File: src/rtl/seg_compare_loader.sv
// Loads a 24-bit compare value for the seven-segment seconds counter from GPIO pads,
// framed by pad_frame, one nibble per pad_strobe rise; commits with a single pulse.
module seg_compare_loader #(
  parameter int unsigned               DATA_W      = 24,
  parameter int unsigned               NIBBLES     = 6,
  parameter logic [DATA_W-1:0]         DEFAULT_CMP = 24'h000100,
  parameter int unsigned               TIMEOUT_CYC = 65535
) (
  input  logic              wb_clk_i,
  input  logic              wb_rst_i,
  input  logic              pad_frame,
  input  logic              pad_strobe,
  input  logic [3:0]        pad_nibble,
  output logic [DATA_W-1:0] compare_in,
  output logic              update_compare,
  output logic              busy,
  output logic              load_error,
  output logic [2:0]        nibble_count
);

  typedef enum logic [2:0] {
    ST_IDLE     = 3'd0,
    ST_COLLECT  = 3'd1,
    ST_WAIT_END = 3'd2,
    ST_COMMIT   = 3'd3,
    ST_DRAIN    = 3'd4
  } state_t;

  localparam logic [2:0]  LAST_NIB = 3'(NIBBLES - 1);
  localparam logic [15:0] TMO_LAST = 16'(TIMEOUT_CYC - 1);

  logic [5:0]        sync1_r, sync2_r;
  logic [1:0]        sync_ok_r;
  logic              frame_prev_r, strobe_prev_r;
  logic              frame_s, strobe_s, frame_rise_s, frame_fall_s, strobe_rise_s;
  logic [3:0]        nibble_s;
  state_t            state_r, state_nx;
  logic [DATA_W-1:0] shadow_r, shadow_nx, shifted_s, cmp_r;
  logic [2:0]        count_r, count_nx;
  logic [15:0]       tmo_r, tmo_nx;
  logic              err_r, err_nx, upd_r, busy_r, commit_s, err_set_s;

  // Pad synchronizer and edge-detect history; history stays at 1 until the sync pipe is filled
  always_ff @(posedge wb_clk_i or posedge wb_rst_i) begin
    if (wb_rst_i) begin
      sync1_r       <= 6'd0;
      sync2_r       <= 6'd0;
      sync_ok_r     <= 2'b00;
      frame_prev_r  <= 1'b1;
      strobe_prev_r <= 1'b1;
    end else begin
      sync1_r   <= {pad_frame, pad_strobe, pad_nibble};
      sync2_r   <= sync1_r;
      sync_ok_r <= {sync_ok_r[0], 1'b1};
      if (sync_ok_r[1]) begin
        frame_prev_r  <= sync2_r[5];
        strobe_prev_r <= sync2_r[4];
      end else begin
        frame_prev_r  <= frame_prev_r;
        strobe_prev_r <= strobe_prev_r;
      end
    end
  end

  assign frame_s       = sync2_r[5];
  assign strobe_s      = sync2_r[4];
  assign nibble_s      = sync2_r[3:0];
  assign frame_rise_s  = frame_s & ~frame_prev_r;
  assign frame_fall_s  = ~frame_s & frame_prev_r & sync_ok_r[1];
  assign strobe_rise_s = strobe_s & ~strobe_prev_r;
  assign shifted_s     = {shadow_r[DATA_W-5:0], nibble_s};

  // State register
  always_ff @(posedge wb_clk_i or posedge wb_rst_i) begin
    if (wb_rst_i) begin
      state_r <= ST_IDLE;
    end else begin
      state_r <= state_nx;
    end
  end

  // Next-state logic; a final strobe and frame fall in one cycle is judged on the updated frame
  always_comb begin
    state_nx = state_r;
    case (state_r)
      ST_IDLE: begin
        if (frame_rise_s) state_nx = ST_COLLECT;
        else              state_nx = ST_IDLE;
      end
      ST_COLLECT: begin
        if (strobe_rise_s && (count_r == LAST_NIB)) begin
          if (frame_fall_s) begin
            if (shifted_s != {DATA_W{1'b0}}) state_nx = ST_COMMIT;
            else                             state_nx = ST_IDLE;
          end else begin
            state_nx = ST_WAIT_END;
          end
        end else if (frame_fall_s) begin
          state_nx = ST_IDLE;
        end else if (!strobe_rise_s && (tmo_r == TMO_LAST)) begin
          state_nx = ST_DRAIN;
        end else begin
          state_nx = ST_COLLECT;
        end
      end
      ST_WAIT_END: begin
        if (frame_fall_s) begin
          if (shadow_r != {DATA_W{1'b0}}) state_nx = ST_COMMIT;
          else                            state_nx = ST_IDLE;
        end else if (strobe_rise_s) begin
          state_nx = ST_DRAIN;
        end else begin
          state_nx = ST_WAIT_END;
        end
      end
      ST_COMMIT: state_nx = ST_IDLE;
      ST_DRAIN: begin
        if (!frame_s) state_nx = ST_IDLE;
        else          state_nx = ST_DRAIN;
      end
      default: state_nx = ST_IDLE;
    endcase
  end

  // Datapath/output next values; any exit from a live frame other than COMMIT is an error
  always_comb begin
    shadow_nx = shadow_r;
    count_nx  = count_r;
    tmo_nx    = tmo_r;
    err_nx    = err_r;
    commit_s  = (state_nx == ST_COMMIT);
    err_set_s = ((state_r == ST_COLLECT) || (state_r == ST_WAIT_END)) &&
                ((state_nx == ST_IDLE) || (state_nx == ST_DRAIN));
    case (state_r)
      ST_IDLE: begin
        if (frame_rise_s) begin
          shadow_nx = {DATA_W{1'b0}};
          count_nx  = 3'd0;
          tmo_nx    = 16'd0;
          err_nx    = 1'b0;
        end else begin
          shadow_nx = shadow_r;
        end
      end
      ST_COLLECT: begin
        if (strobe_rise_s) begin
          shadow_nx = shifted_s;
          count_nx  = count_r + 3'd1;
          tmo_nx    = 16'd0;
        end else begin
          tmo_nx    = tmo_r + 16'd1;
        end
      end
      default: begin
        shadow_nx = shadow_r;
      end
    endcase
    if (err_set_s) begin
      err_nx = 1'b1;
    end else begin
      err_nx = err_nx;
    end
  end

  // Datapath and output registers; compare_in and update_compare move on the same edge
  always_ff @(posedge wb_clk_i or posedge wb_rst_i) begin
    if (wb_rst_i) begin
      shadow_r <= {DATA_W{1'b0}};
      count_r  <= 3'd0;
      tmo_r    <= 16'd0;
      err_r    <= 1'b0;
      cmp_r    <= DEFAULT_CMP;
      upd_r    <= 1'b0;
      busy_r   <= 1'b0;
    end else begin
      shadow_r <= shadow_nx;
      count_r  <= count_nx;
      tmo_r    <= tmo_nx;
      err_r    <= err_nx;
      cmp_r    <= commit_s ? shadow_nx : cmp_r;
      upd_r    <= commit_s;
      busy_r   <= (state_nx != ST_IDLE);
    end
  end

  assign compare_in     = cmp_r;
  assign update_compare = upd_r;
  assign busy           = busy_r;
  assign load_error     = err_r;
  assign nibble_count   = count_r;

endmodule

File: config.mk
export PLATFORM = sky130hd
export DESIGN_NAME = seg_compare_loader
export DESIGN_NICKNAME = d
export VERILOG_FILES = /design/src/rtl/seg_compare_loader.sv
export SDC_FILE = /design/constraint.sdc
export NUM_CORES = 1
export LEC_CHECK = 0
export CAP_MARGIN = 20
export CORE_MARGIN = 1.5
export CORE_UTILIZATION = 50
export CTS_BUF_LIST = sky130_fd_sc_hd__clkbuf_16
export CTS_CLUSTER_SIZE = 30
export DETAILED_ROUTE_END_ITERATION = 8
export HOLD_SLACK_MARGIN = 0.02
export PLACE_DENSITY = 0.68
export REMOVE_ABC_BUFFERS = 1
export SLEW_MARGIN = 5
export SYNTH_ARGS = -nofsm -noshare
export SYNTH_HDL_FRONTEND = slang
export SYNTH_SLANG_ARGS = --single-unit
export TNS_END_PERCENT = 20
File: constraint.sdc
create_clock -name wb_clk_i -period 7.75 [get_ports wb_clk_i]
set_input_delay 1.55 -clock wb_clk_i [delete_from_list [all_inputs] [get_ports wb_clk_i]]
set_output_delay 1.55 -clock wb_clk_i [all_outputs]
set_load 0.05 [all_outputs]
# Word level (Yosys, flattened, before mapping)
# Index checks and enable logic that the tools add are counted.
# W data, S select, Z words.
[totals] reg_bits=89 in_bits=8 output_inout_bits=30 elab_cells=71
[op_classes] n_addsub=2 eq_ne=9 mux=23 bitwise_logic=7 n_reduce_logical=17
[ops] op="$mux W24" n=2
[ops] op="$pmux W24 S2" n=1
[ops] op="$reduce_bool A24 Y1" n=2
[ops] op="$mux W16" n=2
[ops] op="$pmux W16 S2" n=1
[ops] op="$mux W3" n=9
[ops] op="$add A16 B1 Y16 const B" n=1
[ops] op="$eq A16 B16 Y1 const B" n=1
[ops] op="$pmux W3 S4" n=1
[ops] op="$eq A3 B3 Y1 const B" n=3
[ops] op="$eq A3 B2 Y1 const B" n=2
[ops] op="$logic_not A3 Y1" n=2
[ops] op="$pmux W3 S2" n=1
[ops] op="$reduce_bool A2 Y1" n=3
[ops] op="$and A1 B1 Y1" n=4
[ops] op="$mux W1" n=4
[ops] op="$mux W2" n=2
[ops] op="$ne A2 B2 Y1 const B" n=2
[ops] op="$reduce_and A2 Y1" n=2
[ops] op="$add A3 B1 Y3 const B" n=1
[ops] op="$eq A3 B1 Y1 const B" n=1
[ops] op="$logic_and A1 B1 Y1" n=3
[ops] op="$not A1 Y1" n=3
[ops] op="$reduce_and A3 Y1" n=1
[ops] op="3 further kinds" n=4

# Depth between registers and ports, before layout
# Gate-level depths: netlist (run 1).
[logic_depth] depth_word=13 mapped_depth=7 mapped_depth_nobuf=7

# Worst setup path before layout (run 1)
# No wires, ideal clock.
[synth_timing] path_type="flip-flop to flip-flop" from="register count_r[0] (netlist: nibble_count[0])" to="register cmp_r[3] (netlist: compare_in[3])" setup_time_ps=128 t_arrival_ps=2150 required_time_ps=7622 slack_ps=5472 stages_incl_launch_ff=7 path_buffers=1 synth_period_minus_slack_ps=2278 cell_sequence="dfrtp_1 -> ha_1 -> and4b_1 -> nand2_1 -> o32ai_4 -> buf_6 -> mux2_1"
[synth_between] elab_chain_cells=5
[synth_rtl] item="from (decl)" line_no="39" source="logic [2:0] count_r, count_nx;"
[synth_rtl] item="from (signal assigned)" line_no="177" source="count_r <= count_nx;"
[synth_rtl] item="$eq A3 B3 Y1" line_no="91" source="if (strobe_rise_s && (count_r == LAST_NIB)) begin"
[synth_rtl] item="$logic_and A1 B1 Y1" line_no="91"
[synth_rtl] item="$mux W3" line_no="91"
[synth_rtl] item="$pmux W3 S4" line_no="85" source="case (state_r)"
[synth_rtl] item="$eq A3 B2 Y1" line_no="131" source="commit_s = (state_nx == ST_COMMIT);"
[synth_rtl] item="net commit_s" line_no="41" source="logic err_r, err_nx, upd_r, busy_r, commit_s, err_set_s;"
[synth_rtl] item="to (signal assigned)" line_no="180" source="cmp_r <= commit_s ? shadow_nx : cmp_r;"
[synth_rtl] item="to (decl)" line_no="38" source="logic [DATA_W-1:0] shadow_r, shadow_nx, shifted_s, cmp_r;"
# The timed path passes the listed nets, and every way through them passes these cells.
# A chain may end at the register's enable or synchronous reset.

# Final worst setup path (run 1)
[layout_timing] from="register cmp_r[8] (netlist: compare_in[8])" to="output compare_in[8]"
[layout_rtl] item="to (decl)" line_no="14" source="output logic [DATA_W-1:0] compare_in,"
# No word-level cell between the ends.

==> results of run 1 <==
## registers in the layout (all words and copies together) (netlist names), 2 cells and up
name	cells
compare_in	24
shadow_r	24
tmo_r	16
sync1_r	6
sync2_r	6
nibble_count	3
state_r	3
sync_ok_r	2
## power groups by stage
stage | Combinational, mW | Clock, mW | Sequential (mW)
floorplan | 0.208 | 0 | 0.641
global placement | 0.349 | 0 | 0.606
detailed placement | 0.356 | 0 | 0.607
CTS | 0.361 | 0.442 | 0.601
global route | 0.398 | 0.462 | 0.612
finish | 0.358 | 0.433 | 0.602
## layout by cell type (no fill, tap or decap), drive strengths merged, types with 2 or more instances in the layout
cell / instances
clkinv: 2
a31oi: 3
nand2b: 5
nor2b: 2
o21a: 2
nand3: 5
clkinvlp: 2
a22o: 27
or3: 2
xnor2: 2
dfstp: 3
o31ai: 5
a211oi: 2
dfrtp: 86
nand4: 5
nor4: 8
xor2: 2
a21oi: 5
buf: 4
nor3b: 3
o21ai: 16
nor2: 17
nand2: 17
clkdlybuf4s50: 37
nor3: 4
ha: 4
clkbuf: 9
inv: 9
mux2: 27
o41ai: 2
## worst min path at each step
stage / start / endpoint / cells past startpoint
after floorplan: sync1_r[0] / sync2_r[0] / 0
final: sync_ok_r[0] / sync_ok_r[1] / 0
after global routing: sync1_r[4] / sync2_r[4] / 0
after detailed placement: sync_ok_r[0] / sync_ok_r[1] / 0
after global placement: sync1_r[4] / sync2_r[4] / 0
after CTS: sync_ok_r[0] / sync_ok_r[1] / 0
## cell type report
cell class	count	area (µm²)	area share
inverters	7	27.5	0.00617
clock inverters	7	77.6	0.0174
flip-flops and latches	89	2230	0.500
repair buffers	41	420	0.0943
clock buffers	9	225	0.0505
well taps	99	124	0.0278
multi-input cells	178	1350	0.304
## kinds of logic (layout without fill, tap and decap cells)
family / after synthesis / after routing / share of synthesized area
other cells: 1 / 1 / 0.00102
fa+ha+maj: 4 / 4 / 0.0136
buf+inv: 18 / 64 / 0.0285
xor+xnor: 4 / 4 / 0.00950
mux: 27 / 27 / 0.0895
simple gates: 77 / 77 / 0.120
flops: 89 / 89 / 0.605
compound gates: 65 / 65 / 0.133
## cells in the mapped netlist (6+ instances only)
| master | number |
|---|---|
| dfrtp_1 | 86 |
| mux2_4 | 7 |
| a22o_1 | 27 |
| mux2_1 | 6 |
| inv_1 | 7 |
| o21ai_0 | 16 |
| nor2_1 | 15 |
| mux2_2 | 14 |
| nor4_1 | 8 |
| nand2_1 | 17 |
## layer usage
layer / up-vias / share of wire / routed length [µm]
li1: 1138 / - / -
met1: 1201 / 0.50 / 3360
met2: 42 / 0.45 / 3000
met3: 11 / 0.028 / 185
met4: 0 / 0.017 / 114
met5: - / 0 / 0
==> run summary, run 1 <==
Post-route setup slack - 4.54 ns
Drt via density - 5.56
HP Class - reg -> reg
Power Density - 313 mW/mm²
Total clock sinks - 89
Startpoint Class - register
Largest net degree at the start of global routing - 90
Pre-CTS setup slack - 4.76 ns
FF-to-FF path depth - 7
Vias in the first global route - 2345
CTS clk-pin slew, worst paths - 0.07 ns
Slew @ Worst Pin - 0.629 ns
Router iterations before antenna repair - 4
Crit. End Element - output port
Peak VDD IR - 262 µV
Fin Setup TNS - 0 ns
Worst path slowest cell - clkdlybuf4s50_1
Hold_buf cts - 0
Hold Slack - 0.348 ns
Fin nets - 338
Leakage - 1.98 nW
RR Startpoint - nibble_count[1]
Num CTS Buffers - 9
GP Congestion - 0.817
Final Hold Fails - 0
Final Instance Area - 0.00446 mm²
DRC violations left - 0
Critical Path End - compare_in[8]
End of the worst register-to-register path - compare_in[20]
Die Height - 88.9 µm
Buf/Inv on CP - 1
Post-synth top area cell - dfrtp_1
Layout cells sized above 1 - 0.151
Congestion Overflow GR - 0
Post-synth EDFFs - 0
Net Sw Power - 466 µW
Synth Flop Type - dfrtp_1
Critical Path Stages - 1
Site Rows - 31
Sequential share of the synthesized area - 0.605
GRT busiest layer - met1
R2R Setup Slk - 5.42 ns
Post-synth top area share - 0.583
# resized after CTS - 0
Pint - 928 µW
I/O pin count - 38
Sequential power share - 0.432
Post-Route WL - 6660 µm
Max FO, Critical Path - 2
Clk_lat worst skew - 0.33 ns
Slew HR - 0.580
Area after DPL - 0.00413 mm²
Fmax - 312 MHz
Initial antenna violation count - 0
Unrepaired setup endpoints after global routing - false
Antenna cell count - 0
Final cell count without fillers - 430
Post-synth cell types - 47
Die area - 0.00790 mm²
Area growth from synthesis to layout - 20.9%
Vias - 2392
CTS tree - done
CP cell instances - clkdlybuf4s50_1
Cell area after synthesis - 0.00369 mm²
Final ANT Viol Nets - 0
Max Buffers Root-to-Sink - 2
H-tree depth - 3
Mapped Avg Cell Area - 12.9 µm²
Gate Count Post-Synth - 285
Final Max Tran Viols - 0
Initial DRC Count - 154
Final Skew - 0.00777 ns
Grt met3 use - 0.0397
Critical path class - reg -> out
Clk root buf - clkbuf_16
Min Tclk post-route - 3.21 ns
Post-CTS setup buffers - 0
Clock power frac - 0.311
Run status - completed
Tcrit/Tclk final - 0.414
Slowest stage delay, CP - 0.79 ns
First-pass GRT wire length - 11400 µm
Synth top area cells - dfrtp_1, a22o_1, mux2_2
Top delay family on crit path - buffers and inverters
Met2 Track Usage GR - 0.272
Fillcell total - 594
Worst setup startpoint - compare_in[8]
Worst path required time - 6.20 ns
Finished Core Util - 0.618
Gr usage total - 0.192
Die span in x - 88.9 µm
Placed cell count - 413
Number of port buffers - 37
Yosys Warn Count - 0
Max-cap violations - 0
Share of total power in combinational logic - 0.257
Wire per inst - 15.5 µm
Initial Util - 0.511
M1 GR Usage - 0.289
Yosys reg bits - 89
PnR Total Power - 1.39 mW
Worst EP arrival - 1.66 ns
Switching share of power - 0.334
Dpl hpwl - 4270 µm
Core area - 0.00721 mm²
Share of flip-flops with an asynchronous set or reset - 1.00
Final setup fails - 0
Note: power is estimated with default switching activity, not from simulation.
==> run 2: changes to the inputs <==
Clock period 7.75 ns to 3.1 ns, I/O delays scaled along.
==> run 2 against run 1 <==
Effect of this change: sequential share of layout area rose by 0.18 points; non-clock buffer count unchanged; clock-buffer cell count unchanged; critical path type unchanged; critical endpoint unchanged; largest power group unchanged; highest routed layer unchanged.
==> run summary, run 2 (synthesized netlist as in run 1, its figures left out) <==
# resized after CTS - 0
Min Tclk post-route - 2.28 ns
CP cell instances - clkdlybuf4s50_1
Leakage - 1.99 nW
Die area - 0.00790 mm²
Peak VDD IR - 508 µV
Router iterations before antenna repair - 4
Max FO, Critical Path - 2
Area growth from synthesis to layout - 20.4%
Post-Route WL - 7070 µm
Slew HR - 0.593
FF/Latch Area - 0.00223 mm²
Clk_lat worst skew - 0.33 ns
Gr usage total - 0.199
Worst EP arrival - 1.66 ns
Buf/Inv on CP - 1
Hold Slack - 0.348 ns
Placed cell count - 414
Total clock sinks - 89
Worst path required time - 2.48 ns
CTS tree - done
Final Instance Area - 0.00444 mm²
Clk root buf - clkbuf_16
Startpoint Class - register
Drt via density - 5.66
Number of port buffers - 37
Post-CTS setup buffers - 0
Fillcell total - 573
Max Buffers Root-to-Sink - 2
Antenna cell count - 0
Wire per inst - 16.5 µm
Final cell count without fillers - 430
DRC violations left - 0
Fin nets - 338
Critical path class - reg -> out
Power Density - 781 mW/mm²
Hold_buf cts - 0
Top delay family on crit path - buffers and inverters
CTS clk-pin slew, worst paths - 0.06 ns
Initial Util - 0.511
Layout cells sized above 1 - 0.148
Slew @ Worst Pin - 0.610 ns
Most frequent cells in the layout - dfrtp_1, clkdlybuf4s50_1, a22o_1, nand2_1, o21ai_0
Final setup fails - 0
Final ANT Viol Nets - 0
Fmax - 439 MHz
Dpl hpwl - 4580 µm
Unrepaired setup endpoints after global routing - false
Fin Setup TNS - 0 ns
Final Skew - 0.00950 ns
Tcrit/Tclk final - 0.735
Run status - completed
Max-cap violations - 0
Site Rows - 31
Worst path slowest cell - clkdlybuf4s50_1
Leading cell type in the layout, fill and taps excluded - dfrtp_1
Die Height - 88.9 µm
Largest net degree at the start of global routing - 49
Area after DPL - 0.00415 mm²
Final Max Tran Viols - 0
Crit. End Element - output port
I/O pin count - 38
Slowest stage delay, CP - 0.80 ns
First-pass GRT wire length - 11700 µm
PnR Total Power - 3.47 mW
H-tree depth - 3
Pre-CTS setup slack - 0.905 ns
Multi-input logic area - 0.00135 mm²
Initial DRC Count - 165
Vias in the first global route - 2354
Num CTS Buffers - 9
Die span in x - 88.9 µm
Finished Core Util - 0.616
GP Congestion - 0.934
Vias - 2434
HP Class - reg -> reg
Core area - 0.00721 mm²
Initial antenna violation count - 0
Final Hold Fails - 0
Congestion Overflow GR - 0
Post-route setup slack - 0.823 ns
run 2: cell types whose count changed in the layout (fill, tap and decap cells not counted), sizes merged:
| cell | previous run | this run |
|---|---|---|
| clkinv | 2 | 4 |
| clkinvlp | 2 | 0 |
run 2: final cells by class:
class / instances / share of cell area
sequential: 89 / 0.502
tap: 99 / 0.0279
clock inverter: 7 / 0.0155
clock buffer: 9 / 0.0507
multi-input combinational: 178 / 0.305
inverter: 7 / 0.00620
timing repair buffer: 41 / 0.0929
run 2: where the power goes:
| group | internal [mW] | switching (mW) |
|---|---|---|
| sequential | 1.34 | 0.173 |
| clock | 0.624 | 0.437 |
| combinational | 0.348 | 0.548 |
run 2: metal layers:
metal / global-route usage / part of all wire
met2: 0.283 / 0.46
met3: 0.0443 / 0.034
met5: 0 / 0
met4: 0.0838 / 0.019
met1: 0.298 / 0.49
run 2: final timing paths:
| path | cells after the start | end | start | slack, ns |
|---|---|---|---|---|
| max reg2reg | 5 | compare_in[12] | state_r[0] | 0.88 |
| max | 1 | compare_in[8] | compare_in[8] | 0.82 |
| min | 0 | sync2_r[5] | sync1_r[5] | 0.35 |
| max in group asynchronous | 3 | frame_prev_r | wb_rst_i | 1.83 |
| min reg2reg | 0 | sync2_r[5] | sync1_r[5] | 0.35 |
| min in group asynchronous | 2 | compare_in[13] | wb_rst_i | 0.61 |
